<file path="src/rtl/fifo_stream_reader.sv">
// ============================================================================
//  Module   : fifo_stream_reader
//  Purpose  : Read-side drain controller for the asynchronous FIFO. Issues
//             read strobes, absorbs the FIFO's one-cycle registered read
//             latency in a 3-entry skid buffer, and presents the words as a
//             valid/ready stream at up to one word per clock.
//  Options  : FIFO_STREAM_READER_LAST_EN - when defined, frames the stream
//             into PACKET_LEN-word packets and drives Last_out.
//  Revision : 1.0 - initial release
// ============================================================================
`default_nettype none

module fifo_stream_reader #(
    parameter int DATA_WIDTH = 8,
    parameter int PACKET_LEN = 16
) (
    input  logic                  Clk,
    input  logic                  Clear_in,
    input  logic [DATA_WIDTH-1:0] FifoData_in,
    input  logic                  FifoEmpty_in,
    output logic                  FifoReadEn_out,
    output logic [DATA_WIDTH-1:0] Data_out,
    output logic                  Valid_out,
    input  logic                  Ready_in,
    output logic                  Last_out,
    output logic [1:0]            Level_out
);

    logic [1:0]            occ_q, occ_d;
    logic                  inflight_q;
    logic [1:0]            wptr_q, wptr_d;
    logic [1:0]            rptr_q, rptr_d;
    logic [DATA_WIDTH-1:0] mem_q [3];

    logic                  w_capture;
    logic                  w_pop;
    logic [2:0]            w_committed;

    // Present only for an out-of-range packet length, so a bad build shows up
    // as an extra scope in the elaborated hierarchy.
    if (PACKET_LEN < 1 || PACKET_LEN > 65535) begin : g_bad_packet_len
    end

    // Pointers step 0 -> 1 -> 2 -> 0 over the three buffer slots.
    function automatic logic [1:0] ptr_inc(input logic [1:0] p);
        return (p == 2'd2) ? 2'd0 : p + 2'd1;
    endfunction

    // Slots already owned: held words plus the word still in flight.
    // Ready_in is deliberately left out so the strobe never depends on
    // downstream combinational paths.
    assign w_committed    = {1'b0, occ_q} + {2'b00, inflight_q};
    assign FifoReadEn_out = ~FifoEmpty_in & (w_committed < 3'd3);

    // A strobe issued on the previous edge lands in FifoData_in this cycle.
    assign w_capture = inflight_q;
    assign w_pop     = Valid_out & Ready_in;

    assign Valid_out = (occ_q != 2'd0);
    assign Data_out  = mem_q[rptr_q];
    assign Level_out = occ_q;

    // Next-state for occupancy and both ring pointers.
    always_comb begin
        occ_d  = occ_q;
        wptr_d = wptr_q;
        rptr_d = rptr_q;
        if (w_capture) begin
            wptr_d = ptr_inc(wptr_q);
        end
        if (w_pop) begin
            rptr_d = ptr_inc(rptr_q);
        end
        case ({w_capture, w_pop})
            2'b10:   occ_d = occ_q + 2'd1;
            2'b01:   occ_d = occ_q - 2'd1;
            default: occ_d = occ_q;
        endcase
    end

    // Control state; clear drops any in-flight word along with the FIFO.
    always_ff @(posedge Clk or posedge Clear_in) begin
        if (Clear_in) begin
            occ_q      <= 2'd0;
            inflight_q <= 1'b0;
            wptr_q     <= 2'd0;
            rptr_q     <= 2'd0;
        end else begin
            occ_q      <= occ_d;
            inflight_q <= FifoReadEn_out;
            wptr_q     <= wptr_d;
            rptr_q     <= rptr_d;
        end
    end

    // Skid storage; cleared so Data_out reads zero out of reset.
    always_ff @(posedge Clk or posedge Clear_in) begin
        if (Clear_in) begin
            for (int i = 0; i < 3; i++) begin
                mem_q[i] <= '0;
            end
        end else if (w_capture) begin
            mem_q[wptr_q] <= FifoData_in;
        end
    end

`ifdef FIFO_STREAM_READER_LAST_EN
    localparam logic [15:0] c_LAST_IDX = 16'(PACKET_LEN - 1);

    logic [15:0] pkt_cnt_q, pkt_cnt_d;

    // Word index within the current packet, advanced on every pop.
    always_comb begin
        pkt_cnt_d = pkt_cnt_q;
        if (w_pop) begin
            pkt_cnt_d = (pkt_cnt_q == c_LAST_IDX) ? 16'd0 : pkt_cnt_q + 16'd1;
        end
    end

    // Packet position register; restarts framing on clear.
    always_ff @(posedge Clk or posedge Clear_in) begin
        if (Clear_in) begin
            pkt_cnt_q <= 16'd0;
        end else begin
            pkt_cnt_q <= pkt_cnt_d;
        end
    end

    assign Last_out = Valid_out & (pkt_cnt_q == c_LAST_IDX);
`else
    assign Last_out = 1'b0;
`endif

endmodule

`default_nettype wire

</file>
<file path="config.mk">
export PLATFORM = sky130hd
export DESIGN_NAME = fifo_stream_reader
export DESIGN_NICKNAME = d
export VERILOG_FILES = /design/src/rtl/fifo_stream_reader.sv
export SDC_FILE = /design/constraint.sdc
export NUM_CORES = 1
export LEC_CHECK = 0
export ABC_AREA = 0
export CELL_PAD_IN_SITES_DETAIL_PLACEMENT = 1
export CELL_PAD_IN_SITES_GLOBAL_PLACEMENT = 1
export CORE_MARGIN = 5
export CORE_UTILIZATION = 44
export CTS_BUF_LIST = sky130_fd_sc_hd__clkbuf_8
export DETAILED_ROUTE_END_ITERATION = 7
export PLACE_DENSITY_LB_ADDON = 0.2
export SKIP_LAST_GASP = 1
export SLEW_MARGIN = 20
export SYNTH_ARGS = -nofsm -noshare
export SYNTH_HDL_FRONTEND = slang
export SYNTH_SLANG_ARGS = --single-unit
</file>
<file path="constraint.sdc">
create_clock -name Clk -period 1.85 [get_ports Clk]
set_input_delay 0.2775 -clock Clk [delete_from_list [all_inputs] [get_ports Clk]]
set_output_delay 0.2775 -clock Clk [all_outputs]
set_load 0.1 [all_outputs]
</file>
# --- Word level (Yosys, flattened, before mapping) ---
# Index checks and enable logic that the tools add are counted.
totals:
  register_bits: 31
  input_bits: 12
  out_inout_bits: 13
  elab_cells: 37
classes:
  add_sub_neg: 5
  magnitude_cmp: 4
  eq_ne: 4
  mux: 9
  n_bitwise: 5
  n_reduce_logical: 3
ops:
  columns: ["operator", "count"]
  rows:
  - ["24-bit bitwise mux", 1]
  - ["8-bit 2-to-1 mux", 3]
  - ["8-bit binary-select mux with 2-bit select", 1]
  - ["8-bit demux with 2-bit select", 1]
  - ["2-bit by 1-bit adder with 2-bit output, second input constant", 3]
  - ["2-bit equality test, second input constant", 3]
  - ["3-bit greater-or-equal comparator, second input constant", 2]
  - ["2-bit NOT with 3-bit output", 2]
  - ["2-bit 2-to-1 mux", 2]
  - ["2-bit one-hot mux with 2 select lines", 1]
  - ["2-bit nonzero test", 2]
  - ["2-bit by 1-bit adder with 3-bit output", 1]
  - ["3-bit by 1-bit less-than comparator with 1-bit output, second input constant", 1]
  - ["3-bit by 2-bit less-than comparator with 1-bit output, second input constant", 1]
  - ["1-bit AND", 2]
  - ["2-bit by 1-bit equality test with 1-bit output, second input constant", 1]
  - ["2-bit by 1-bit subtractor with 2-bit output, second input constant", 1]
  - ["1-bit logical AND", 1]
  - ["1-bit NOT", 1]

# --- Depth between registers and ports, before layout ---
depth:
  word_depth: 6
  depth_mapped: 6
  mapped_depth_nobuf: 6

# --- Worst setup path after synthesis ---
# No wires, ideal clock.
synth_path:
  path_kind: "register to register"
  start: "register occ_q[0] (netlist: Level_out[0])"
  end: "register inflight_q"
  setup_time_ps: 362
  t_arrival_ps: 3799
  t_required_ps: 1488
  path_slack_ps: -2311
  path_stages_with_launch: 4
  n_path_buf: 0
  period_less_slack_ps: 4161
  path_cell_list: "dfrtp_1 ha_1 ha_1 a211oi_1"
synth_between:
  elab_chain_cells: 3
synth_lines:
  columns: ["element", "line", "source"]
  rows:
  - ["start: declaration", "29", "logic [1:0] occ_q, occ_d;"]
  - ["start signal: assignment", "84", "occ_q <= 2'd0;"]
  - ["start signal: assignment", "89", "occ_q <= occ_d;"]
  - ["2-bit by 1-bit adder with 3-bit output", "52", "assign w_committed = {1'b0, occ_q} + {2'b00, inflight_q};"]
  - ["3-bit by 2-bit less-than comparator with 1-bit output", "53", "assign FifoReadEn_out = ~FifoEmpty_in & (w_committed < 3'd3);"]
  - ["1-bit AND", "53", null]
  - ["named net FifoReadEn_out", "21", "output logic FifoReadEn_out,"]
  - ["end signal: assignment", "90", "inflight_q <= FifoReadEn_out;"]
  - ["end: declaration", "30", "logic inflight_q;"]
# The timed path passes the listed nets, and every way through them passes these cells.
# A chain may end at the register's enable or synchronous reset.

# --- Worst setup path after layout ---
layout_path:
  start: "register occ_q[0] (netlist: Level_out[0])"
  end: "output port FifoReadEn_out"
layout_between:
  elab_chain_cells: 3
layout_lines:
  columns: ["element", "line"]
  rows:
  - ["2-bit by 1-bit adder with 3-bit output", "52"]
  - ["3-bit by 2-bit less-than comparator with 1-bit output", "53"]
  - ["1-bit AND", "53"]
  - ["end: declaration", "21"]
# No other way between the ends.

==> out/summary.txt <==
TritonRoute pass-1 iters: 4
Place WS: 0.1146 ns
DRC: 0
asr flop ratio synth: 100.0%
sequential share of the synthesized area: 54.15%
first-pass GRT wire length: 5464 microns
Clock Skew: 0.004512 ns
Die ar.: 4497 sq um
status: complete, but fails checks
max_cap viols: 0
RSZ-0062 raised after global routing: true
worst min path class: in2async
DP Wirelength: 2135 microns
nets: 155
Worst setup SP type: flip-flop
Synthesized Nets: 123
clk root buf: clkbuf_8
Unique masters post-synth: 26
vias in the first global route: 1112
Slew @ Worst Pin: 0.5415 ns
ANT nets after route: 0
fmax: 521.9 MHz
critical path peak fanout: 2
top-area cell type share of the netlist area: 54.15%
worst path bufs/invs: 1
Worst path top cell family by delay: flip-flops
Yosys reg bits: 31
largest net degree at the start of global routing: 32
Mapped Avg Cell Area: 13.27 sq um
minimum clock period: 1.916 ns
number of H-tree levels: 2
GRT Resource Usage Total: 17.48%
routed wire length: 3208 microns
CTS sink cnt: 31
crit path capture type: primary output
Mapped Area: 1433 sq um
fin cells: 185
cts hold-fix bufs: 0
TritonCTS buffer count: 5
Vias: 934
crit-path cells: ha_4, ha_4, a211oi_4, buf_12
Synth warnings: 0
Crit path largest cell delay: 0.49 ns
Final Setup Violations: 1
top-count cell post-synth: dfrtp_1
Worst Reg-to-Reg Cells: 6
CP max stage cell: dfrtp_4
final RePlAce weighted congestion: 0.6868
cell count after placement: 176
failing checks: negative setup slack
EDFF count, synth: 0
Worst-path clk slew: 0.06 ns
port bufs: 23
clock latency on the worst-skew pair: 0.28 ns
CTS tree: built
Slew HR: 63.78%
pins over their slew limit: 0
GR Overflow Total: 0
cell taking the most area after synthesis: dfrtp_1
Die Height: 67.06 microns
area grow syn2layout: 40.70%
Gate Count Post-Synth: 108
Final Hold Viols: 0
CORE AREA: 3078 sq um
Setup CP Type: reg2out
largest cells by area after synthesis: dfrtp_1 (54%), mux2_2 (13%), mux2_4 (8.4%)
CTS Buffer Depth: 2
R2R Setup Slk: 0.09 ns
I/O pin total: 25
fraction of layout cells with a size suffix above 1: 47.52%
Initial DRC Count: 19
post-DR vias/cell: 5.049
initial antenna violation count: 0
Worst Path Arrival: 1.64 ns
period utilization: 103.6%
fillcell total: 303
FP Rows: 20
commonest cells in the netlist: dfrtp_1 (31), mux2_2 (17), o21ai_0 (10)
ant diodes: 0
RR Startpoint: Level_out[0]$_DFFE_PP0P_
DR WL/cell: 17.34 microns
Critical Path RT: 1.57 ns
most used cell along the critical path: ha_4
final setup margin: -0.06606 ns
reg-to-reg critical path endpoint: Level_out[1]$_DFFE_PP0P_
Starting Density: 46.54%
Die Wd: 67.06 microns
Most used DFF post-synth: dfrtp_1
[registers in the layout (all words and copies together) (netlist names)]
name	cells
Level_out	2
rptr_q	2
wptr_q	2
inflight_q	1
mem_q	24
[layout make-up]
type / count / area (sq um) / share of cell area, %
clock inverters: 3 / 12.51 / 0.6207
multi-input cells: 68 / 680.7 / 33.77
flip-flops and latches: 31 / 780.7 / 38.73
well taps: 44 / 55.05 / 2.731
repair buffers: 30 / 402.9 / 19.99
clock buffers: 5 / 68.82 / 3.414
inverters: 4 / 15.01 / 0.7449
[worst min-delay path, delay by kind of cell]
kind	cells	cell delay, ns
buffers and inverters	3	0.79
[cells in the final DEF, fill, tap and decap left out, drive strengths merged]
cell type,instances
a211oi,1
a21o,2
buf,19
clkbuf,5
clkdlybuf4s50,11
clkinv,1
conb,1
dfrtp,31
ha,3
inv,6
mux2,25
mux2i,8
nand2,8
nand3,1
nor2,1
nor2b,1
nor3,2
o21ai,10
or2,1
or3,1
xnor2,2
xor2,1
[how the worst max path moves through the flow]
stage,from,to,slack [ns],depth (start not counted)
after floorplan,Level_out[0]$_DFFE_PP0P_,FifoReadEn_out,-0.38,3
after global placement,Level_out[0]$_DFFE_PP0P_,FifoReadEn_out,0.22,4
after detailed placement,Level_out[0]$_DFFE_PP0P_,Level_out[1]$_DFFE_PP0P_,0.11,5
after CTS,Level_out[0]$_DFFE_PP0P_,FifoReadEn_out,-0.12,4
after global routing,Level_out[0]$_DFFE_PP0P_,FifoReadEn_out,-0.12,4
final,Level_out[0]$_DFFE_PP0P_,FifoReadEn_out,-0.07,4
[cells by family (layout without fill, tap and decap cells)]
logic type | after synthesis | count (layout) | share of synthesized area (%)
mux | 33 | 33 | 27.34
flops | 31 | 31 | 54.15
simple gates | 15 | 15 | 5.502
compound gates | 13 | 13 | 5.066
buf+inv | 9 | 42 | 3.230
fa+ha+maj | 3 | 3 | 2.620
xor+xnor | 3 | 3 | 1.834
other cells | 1 | 1 | 0.2618
[through the flow]
step	TNS [ns]	hold slack [ns]	instance area (sq um)	utilization, %
floorplan	-0.6973	0.3810	1505	-
global placement	0	0.4886	1924	62.52
detailed placement	0	0.4951	1924	62.52
CTS	-0.1562	0.3752	2013	65.41
global route	-0.1249	0.4028	2016	65.49
finish	-0.06606	0.3689	2016	65.49
[repair_timing]
item / in CTS / in global routing
buffers inserted: 1 / 0
pin swaps: 1 / 1
gates resized for setup: 0 / 2
endpoints found under the setup margin: 1 / 9
[layer usage]
layer  part of all wire (%)  track usage, %  wire length, microns  vias up
met5                      0               0                     0        -
met4                    1.9           7.595                    61        0
met3                    5.2           6.745                   166        7
met2                     50           28.71                  1615       22
met1                     43           20.02                  1366      465
li1                       -               -                     -      440
Power is not shown: default switching activity piles up to over one toggle a cycle in this logic, so the estimate is an artifact.
